--- config.mk ---
export PLATFORM = sky130hd
export DESIGN_NAME = wrapper_feeder
export DESIGN_NICKNAME = d
export VERILOG_FILES = /design/src/rtl/wrapper_feeder.sv
export SDC_FILE = /design/constraint.sdc
export NUM_CORES = 1
export LEC_CHECK = 0
export BUFFER_PORTS_ARGS = -buffer_cell sky130_fd_sc_hd__buf_2
export CAP_MARGIN = 20
export CELL_PAD_IN_SITES_DETAIL_PLACEMENT = 0
export CELL_PAD_IN_SITES_GLOBAL_PLACEMENT = 2
export CORE_MARGIN = 5
export CORE_UTILIZATION = 32
export DETAILED_ROUTE_END_ITERATION = 12
export PLACE_DENSITY = 0.95
export SKIP_LAST_GASP = 1
export SLEW_MARGIN = 15
export SYNTH_ARGS = -nofsm -noshare
export SYNTH_HDL_FRONTEND = slang
export SYNTH_SLANG_ARGS = --single-unit
--- constraint.sdc ---
create_clock -name clk_1 -period 2.5 [get_ports clk_1]
set_clock_uncertainty 0.15 [all_clocks]
set_input_delay 0.5 -clock clk_1 [delete_from_list [all_inputs] [get_ports clk_1]]
set_output_delay 0.5 -clock clk_1 [all_outputs]
set_load 0.02 [all_outputs]
--- src/rtl/wrapper_feeder.sv ---
// Byte-pair packer feeding the write side of the dual-clock word buffer.
// Ports: clk_1/rst, in_valid/in_byte/in_ready byte stream, flush,
//   buffer_full/buffer_empty (async), data_1/data_1_en word write,
//   burst_done, busy, word_cnt.
module wrapper_feeder #(
  parameter int          BURST_LEN = 7,
  parameter logic [7:0]  PAD_BYTE  = 8'h00
) (
  input  logic        clk_1,
  input  logic        rst,
  input  logic        in_valid,
  input  logic [7:0]  in_byte,
  output logic        in_ready,
  input  logic        flush,
  input  logic        buffer_full,
  input  logic        buffer_empty,
  output logic [15:0] data_1,
  output logic        data_1_en,
  output logic        burst_done,
  output logic        busy,
  output logic [2:0]  word_cnt
);

  localparam logic [1:0] FILL_LO    = 2'd0;
  localparam logic [1:0] FILL_HI    = 2'd1;
  localparam logic [1:0] PUSH       = 2'd2;
  localparam logic [1:0] WAIT_DRAIN = 2'd3;

  localparam logic [2:0] LAST = 3'(BURST_LEN - 1);

  logic [1:0] state;
  logic [7:0] lo;
  logic       ending;
  logic       flush_pend;
  logic       full_m;
  logic       full_s;
  logic       empty_m;
  logic       empty_s;

  logic accept;
  logic push;
  logic last;
  logic early;
  logic hi_flush;

  assign in_ready  = (state == FILL_LO) || (state == FILL_HI);
  assign accept    = in_valid && in_ready;
  assign push      = (state == PUSH) && !full_s;
  assign last      = ending || (word_cnt == LAST);
  // flush with nothing half-packed closes a non-empty burst right away
  assign early     = (state == FILL_LO) && flush && !accept
                     && (word_cnt != 3'd0);
  // a flush that arrived with the low byte is carried into FILL_HI
  assign hi_flush  = flush || flush_pend;
  assign data_1_en = push;
  assign burst_done = (push && last) || early;
  assign busy      = !((state == FILL_LO) && (word_cnt == 3'd0));

  always_ff @(posedge clk_1) begin
    if (rst) begin
      full_m  <= 1'b0;
      full_s  <= 1'b0;
      empty_m <= 1'b1;
      empty_s <= 1'b1;
    end else begin
      full_m  <= buffer_full;
      full_s  <= full_m;
      empty_m <= buffer_empty;
      empty_s <= empty_m;
    end
  end

  always_ff @(posedge clk_1) begin
    if (rst) begin
      state      <= FILL_LO;
      lo         <= 8'h00;
      data_1     <= 16'h0000;
      word_cnt   <= 3'd0;
      ending     <= 1'b0;
      flush_pend <= 1'b0;
    end else begin
      unique case (state)
        FILL_LO: begin
          if (accept) begin
            lo         <= in_byte;
            flush_pend <= flush;
            state      <= FILL_HI;
          end else if (early) begin
            word_cnt <= 3'd0;
            state    <= WAIT_DRAIN;
          end
        end
        FILL_HI: begin
          if (accept) begin
            data_1     <= {in_byte, lo};
            ending     <= hi_flush;
            flush_pend <= 1'b0;
            state      <= PUSH;
          end else if (hi_flush) begin
            data_1     <= {PAD_BYTE, lo};
            ending     <= 1'b1;
            flush_pend <= 1'b0;
            state      <= PUSH;
          end
        end
        PUSH: begin
          // full_s high: hold the word, retry next cycle
          if (!full_s) begin
            if (last) begin
              word_cnt <= 3'd0;
              ending   <= 1'b0;
              state    <= WAIT_DRAIN;
            end else begin
              word_cnt <= word_cnt + 3'd1;
              state    <= FILL_LO;
            end
          end
        end
        WAIT_DRAIN: begin
          // buffer rewinds only after a full drain
          if (empty_s && !full_s) state <= FILL_LO;
        end
        default: state <= FILL_LO;
      endcase
    end
  end

endmodule
Word-level counts from Yosys, hierarchy flattened. Index checks and enable logic that the tools add are counted.

Flip-flop bits (word level): 35. Output and inout port bits: 23. Word-level logic and storage cells: 75. Bits of input ports: 14.

$add $sub $neg: 1. Reduce and logical (&&, ||, !) cells: 28. Multiplexer cells: 24. Equality and inequality tests: 12.

Operators by type and width (count): $mux W16 (2); $mux W2 (7); $mux W3 (4); $ne A2 B2 Y1 const B (6); $reduce_and A4 Y1 (3); $logic_and A1 B1 Y1 (8); $pmux W2 S4 (1); $reduce_bool A2 Y1 (4); $mux W1 (7); $ne A3 B3 Y1 const B (2); $pmux W3 S2 (1); $eq A2 B2 Y1 const B (2); $logic_or A1 B1 Y1 (4); $pmux W1 S2 (2); $reduce_and A2 Y1 (2); $add A3 B1 Y3 const B (1); $eq A3 B3 Y1 const B (1); $logic_not A1 Y1 (3); $logic_not A3 Y1 (1); $reduce_and A3 Y1 (1); $reduce_bool A3 Y1 (1); $eq A2 B1 Y1 const B (1); $logic_not A2 Y1 (1).

Longest topological paths before layout. Gate-level depths: netlist (run 1).

Word-level depth: 9. Depth in mapped cells: 6. Gate-level depth less buffers: 6.

Worst setup path before layout (run 1). Ideal clock, no wire load.

Path type: register to output. Start: register word_cnt[0]. End: output port burst_done. Path buffers: 0. Data required time: 1850 ps. Cell stages (with the launch flop): 7. Data arrival time: 1484 ps. Slack: 366 ps. Path through: dfxtp_1 inv_1 ha_1 nand2b_1 nand2_1 o32a_1 nor2_1.

Cells in the longest elaborated chain, start to end: 4. Elaborated cells between the ends (all ways): 6. Classes of those cells: 1 x eq/ne; 5 x reduce/logical.

Ends and longest elaborated chain: start, declared (line 21) `output logic [2:0] word_cnt`; start signal, assigned (line 114) `word_cnt <= word_cnt + 3'd1;`; $eq A3 B3 Y1 (line 49) `assign last = ending || (word_cnt == LAST);`; $logic_or A1 B1 Y1 (line 49); $logic_and A1 B1 Y1 (line 56) `assign burst_done = (push && last) || early;`; $logic_or A1 B1 Y1 (*) (line 56); end, declared (line 19) `output logic burst_done,`.

Every way passes the cells marked *; elsewhere a longest branch is shown, timed or not.

Final worst setup path (run 1). Same ends and word-level chain as after synthesis.

==> summary.md, run 1 <==
| Metric | Value |
|---|---|
| Core ar. | about 0.0043 mm² |
| CTS Buffer Depth | 2 |
| Clock Latency Late Sink | about 0.28 ns |
| RSZ-0062 raised after global routing | false |
| Synth unique cells | 34 |
| Seq cells post-synth | 35 |
| Final min period | 2.32 ns |
| Max cap viols | 0 |
| Min-Delay Startpoint | buffer_empty |
| Routed Antenna Nets | 0 |
| Slowest Stage Delay on Critical Path | 0.36 ns |
| Setup CP Type | reg -> out |
| Synth area leaders | dfxtp_1, nand2_1, a21oi_1, a22oi_1, nor2_1 |
| Total GRT Usage | between 10% and 20% |
| IO buf count | 36 |
| Total negative setup slack | 0 ns |
| FF-to-FF path depth | 6 |
| Ys Warns | 0 |
| CP max stage cell | dfxtp_1 |
| Leading area contributor after synthesis | dfxtp_1 |
| Initial Utilization | roughly 33% |
| Fmax | 430 MHz |
| Post-synth top area share | 50.0% |
| Worst VDD drop | 0.317 mV |
| Grt ovf | 0 |
| Crit end category | output port |
| Terminus of the critical flop-to-flop path | word_cnt[2] |
| Post-Syn Area | 0.00140 mm² |
| Number of enable flip-flop cells after synthesis | 0 |
| Syn-to-layout area delta | 22.5% |
| Fillers | 455 |
| Number of global-route vias before repair | 1,138 |
| Share of cells above drive strength 1 | 25.1% |
| Critical Path RT | roughly 1.9 ns |
| Slew margin rel. | 66.5% |
| H-tree levels | 2 |
| Post-DP HPWL | 2240 µm |
| Final worst path period share | 93.0% |
| Routed len/inst | 12.1 µm |
| Antenna violations before repair | 0 |
| Fin. max-slew vios | 0 |
| Die area | between 0.005 and 0.006 mm² |
| Syn_nets | 181 |
| Final-report setup violation count | 0 |
| Register area share after synthesis | 50.0% |
| Worst path buffer plus inverter count | 2 |
| # resized after CTS | 0 |
| Outcome | finished, final reports clean |
| Routed WL | between 3000 and 4000 µm |
| Root Driver | clkbuf_8 |
| Vias per cell | between 4 and 5 |
| Hold Crit Class | in -> reg |
| Fin. Hold Viols | 0 |
| FFs w/ async S/R, synth | 0% |
| R2R Path Start | word_cnt[0] |
| DRT iter0 DRCs | 39 |
| Largest net degree at the start of global routing | 33 |
| Worst Tran Pin Value | 0.502 ns |
| DR pass1 iterations | 4 |
| Hold-fix buffers, CTS | 0 |
| DR vias | 1,191 |
| Ports | 37 |
| Die Span X | approximately 76 µm |
| Cells along the critical path | inv_1 -> ha_1 -> a21oi_1 -> o32a_1 -> nor2_1 -> buf_2 |
| Chip Height | 76.1 µm |
| Critical path launch point type | flop |
| Drt drc | 0 |
| Worst path top cell family by delay | compound AO/OA/AOI/OAI gates |
| Global-route wire length before repair | 5400 µm |
| Layout Nets | 215 |
| Rows | 24 |
| Final WS setup | 0.176 ns |
| Ant diodes | 0 |
| Crit-path max FO | 5 |
| Synth Instances | roughly 160 |
| Clk sinks | 35 |
| Place WS | 0.485 ns |
| Final GP Congestion | 0.734 |
| Static Leak | 0.747 nW |
| Worst hold endpoint | empty_m |
| Clock Pin Slew Worst Setup and Hold Paths | about 0.070 ns |
| CTS tree | done |
| CTS Buf Count | 5 |
| Hold Path Depth | 2 |
| WP data arrival | 1.67 ns |
| Pwr dens | around 800 mW/mm² |
| Syn_area_per_cell | about 8.5 µm² |
| Postcts setup bufs | 0 |
| Ys flop type | dfxtp_1 |
| FF-to-FF setup slack | 0.68 ns |
[metrics by stage]
step	cells	utilization [%]	hold slack, ns	total power [mW]	instance area (µm²)
6_report	251	39.9	0.246	1.36	1720
5_1_grt	251	39.9	0.241	1.45	1720
4_1_cts	251	39.9	0.238	1.39	1720
3_5_place_dp	243	37.3	0.243	0.886	1600
3_3_place_gp	243	37.3	0.241	0.888	1600
2_1_floorplan	164	-	0.239	0.823	1400
[worst max-delay path by stage]
stage	start	end	slack, ns	depth (start not counted)
after floorplan	word_cnt[0]	burst_done	0.37	6
after global placement	word_cnt[0]	burst_done	0.51	6
after detailed placement	word_cnt[0]	burst_done	0.49	6
after CTS	word_cnt[0]	burst_done	0.17	6
after global routing	word_cnt[0]	burst_done	0.01	6
final	word_cnt[0]	burst_done	0.18	6
[cell usage after synthesis (2+ instances only)]
cell type,n
nor2_1,13
inv_1,4
nand3_1,2
clkbuf_1,5
and3_1,3
nand2b_1,4
a21oi_1,20
nor2b_1,2
or2_2,2
a22oi_1,8
nand2_1,35
o22ai_1,2
dfxtp_1,35
ha_1,3
o31ai_1,2
buf_2,4
o21ai_0,3
[worst reg2reg max path, stage by stage (launching register included)]
cell,delay (ns)
dfxtp_1,0.36
inv_1,0.09
ha_1,0.20
a21oi_1,0.32
nand3_1,0.18
nor4b_1,0.35
a21o_1,0.12
[sequential cells by signal, indices dropped and copies added (netlist names)]
signal,count
empty_m,1
word_cnt,3
ending,1
full_s,1
full_m,1
data_1,16
empty_s,1
flush_pend,1
lo,8
state,2
[cells in the final DEF, fill, tap and decap left out, drive strengths merged, types with 3 or more instances in the layout]
cell | netlist | layout
nand3 | 3 | 3
a22oi | 8 | 8
clkbuf | 5 | 5
and3 | 3 | 3
dfxtp | 35 | 35
ha | 3 | 3
nand2b | 4 | 4
o21ai | 3 | 3
nand2 | 35 | 35
inv | 4 | 4
nor2 | 13 | 13
buf | 5 | 37
a21oi | 20 | 20
[metal layers]
layer | up-vias | track usage (%) | share of wire, % | wire, µm
met5 | - | 0 | 0 | 0
met4 | 0 | 5.77 | 2.4 | 74
met3 | 6 | 4.37 | 4.1 | 125
met2 | 19 | 17.7 | 48 | 1460
met1 | 534 | 13.8 | 45 | 1370
li1 | 632 | - | - | -
[cells by family after synthesis]
family | Yosys count | synth area share, %
flip-flops | 35 | 50.0
multiplexers | 1 | 0.715
AO/OA/AOI/OAI | 42 | 18.9
AND/OR/NAND/NOR | 69 | 23.0
adder cells (fa/ha/maj) | 3 | 2.68
buffers and inverters | 14 | 4.65
[final cells by class]
class                           instances  area [µm²]  share of cell area [%]
Timing Repair Buffer                   37         188                    10.9
Sequential cell                        35         701                    40.8
Inverter                                4        15.0                   0.875
Clock buffer                            5        68.8                    4.01
Clock inverter                          3        43.8                    2.55
Tap cell                               52        65.1                    3.79
Multi-Input combinational cell        115         634                    37.0
[power by group]
| part | leakage [nW] | internal, mW | switching, mW |
|---|---|---|---|
| Clock | 0.0581 | 0.296 | 0.199 |
| Combinational | 0.403 | 0.0877 | 0.145 |
| Sequential | 0.285 | 0.597 | 0.0387 |
| Total | 0.747 | 0.982 | 0.383 |
(Power assumes the default switching activity.)
==> run 2, diff against run 1 <==
--- a/config.mk
+++ b/config.mk
@@ -12,7 +12,9 @@
 export CORE_MARGIN = 5
 export CORE_UTILIZATION = 32
 export DETAILED_ROUTE_END_ITERATION = 12
+export GPL_TIMING_DRIVEN = 0
 export PLACE_DENSITY = 0.95
+export REMOVE_ABC_BUFFERS = 1
 export SKIP_LAST_GASP = 1
 export SLEW_MARGIN = 15
 export SYNTH_ARGS = -nofsm -noshare
==> run 2 against run 1 <==
Against the previous run:
- global-route usage about the same
- via count unchanged
- clock-buffer cell count unchanged
- largest power group unchanged
- sequential cell count unchanged
- sequential share of layout area up 0.18 points
==> summary.md, run 2 (synthesis results as in run 1) <==
| Metric | Value |
|---|---|
| Largest register FFs | 16 (unchanged) |
| Placed Area | 0.00160 mm² (-0.47%) |
| Clock Latency Late Sink | 0.29 ns (about the same) |
| Setup CP Type | reg -> out |
| Largest registers | data_1: 16 flops, lo: 8 flops, word_cnt: 3 flops |
| Core ar. | 0.00429 mm² (unchanged) |
| Global-route wire length before repair | 5510 µm (+1.9%) |
| Final GP Congestion | 0.719 (-2.1%) |
| Outcome | finished, final reports clean |
| DR pass1 iterations | 4 (unchanged) |
| DRT iter0 DRCs | 76 (+95%) |
| Fillers | 464 (+2.0%) |
| # resized after CTS | 0 (unchanged) |
| Routed WL | 3190 µm (+5.3%) |
| Max cap viols | 0 (unchanged) |
| Crit end category | output port |
| Min-Delay Startpoint | buffer_empty |
| Post-DP HPWL | 2220 µm (-1.1%) |
| Drt drc | 0 (unchanged) |
| Layout Nets | 214 (-0.47%) |
| WP data arrival | 1.69 ns (+0.02 ns) |
| Pwr dens | 806 mW/mm² (+1.3%) |
| Postcts setup bufs | 0 (unchanged) |
| Routed Antenna Nets | 0 (unchanged) |
| Hold_ws | 0.241 ns (-0.00489 ns) |
| Critical Path RT | 1.85 ns (about the same) |
| Final min period | 2.34 ns (+0.0203 ns) |
| Final worst path period share | 93.8% (+0.81 points) |
| Syn-to-layout area delta | 22.0% |
| CTS tree | done |
| Fin. Hold Viols | 0 (unchanged) |
| Chip Height | 76.1 µm (unchanged) |
| IO buf count | 36 (unchanged) |
| Fmax | 427 MHz (-0.86%) |
| Final instance area | 0.00171 mm² (-0.44%) |
| Final-report setup violation count | 0 (unchanged) |
| Clk sinks | 35 (unchanged) |
| Clock Pin Slew Worst Setup and Hold Paths | 0.07 ns (about the same) |
| Worst VDD drop | 0.320 mV (+1.1%) |
| Total negative setup slack | 0 ns (unchanged) |
| CTS Buffer Depth | 2 (unchanged) |
| CTS Buf Count | 5 (unchanged) |
| DR vias | 1,191 (unchanged) |
| Hold Path Depth | 2 (unchanged) |
| Hold Crit Class | in -> reg |
| Largest net degree at the start of global routing | 37 (+12%) |
| Initial Utilization | 32.6% (unchanged) |
| Leading cell types in the layout, fill and taps excluded | buf_2, nand2_1, dfxtp_1, a21oi_1, nor2_1 |
| FF-to-FF path depth | 6 (unchanged) |
| Routed len/inst | 12.8 µm (+5.7%) |
| Crit-path max FO | 4 (-1) |
| Fin. max-slew vios | 0 (unchanged) |
| Vias per cell | 4.76 (+0.40%) |
| Total GRT Usage | 11.5% (+0.030 points) |
| Ports | 37 (unchanged) |
| Largest Register | data_1 |
| Slew margin rel. | 56.2% (-10 points) |
| Worst Tran Pin Value | 0.658 ns (+0.155 ns) |
| Ant diodes | 0 (unchanged) |
| Critical path launch point type | flop |
| Static Leak | 0.742 nW (-0.64%) |
| RSZ-0062 raised after global routing | false |
| Antenna violations before repair | 0 (unchanged) |
| Die Span X | 76.1 µm (unchanged) |
| Die area | 0.00580 mm² (unchanged) |
| Hold-fix buffers, CTS | 0 (unchanged) |
| R2R Path Start | word_cnt[0] |
| Share of cells above drive strength 1 | 24.7% (-0.38 points) |
| Root Driver | clkbuf_8 |
| Grt ovf | 0 (unchanged) |
| Rows | 24 (unchanged) |
| Number of global-route vias before repair | 1,163 (+2.2%) |
| CP Launch Point | word_cnt[0] |
| Most common library cell in the layout ignoring fill and taps | buf_2 |
| H-tree levels | 2 (unchanged) |
==> run 2: area by class of cell <==
type	count	area, µm²	share of cell area [%]
clock buffer	5	68.8	4.03
clock inverter	3	43.8	2.56
tap	52	65.1	3.81
inverter	4	15.0	0.879
timing repair buffer	36	180	10.5
sequential	35	701	41.0
multi-input combinational	115	634	37.1
==> run 2: critical path, cell delays in order, from the launching register on <==
cell,delay [ns]
dfxtp_1,0.37
inv_1,0.09
ha_1,0.21
nand2b_1,0.11
nand2_1,0.10
o32a_1,0.29
nor2_1,0.09
buf_2,0.17
==> run 2: power by group <==
group,internal (mW),switching [mW]
Clock,0.297,0.208
Sequential,0.597,0.0389
Combinational,0.0868,0.148
Total,0.981,0.396
==> run 2: routing by layer <==
layer,GRT usage [%],share of wire [%],vias up
met5,0,0,-
met4,5.77,1.8,0
met3,4.49,4.7,6
met2,17.5,48,24
met1,14.0,46,533
li1,-,-,628
==> run 2: through the flow <==
stage                     cells  total power [mW]  utilization, %  setup slack (ns)
after global routing        250              1.46            39.8          0.000164
after detailed placement    242             0.887            37.2             0.455
final                       250              1.38            39.8             0.155
after global placement      242             0.884            37.2             0.460
after floorplan             154             0.800               -             0.366
after CTS                   250              1.40            39.8             0.134
==> run 2: worst paths after layout <==
kind                 end  slack (ns)
min reg2reg      empty_s        0.27
min              empty_m        0.24
max reg2reg  word_cnt[0]        0.70
max           burst_done        0.16
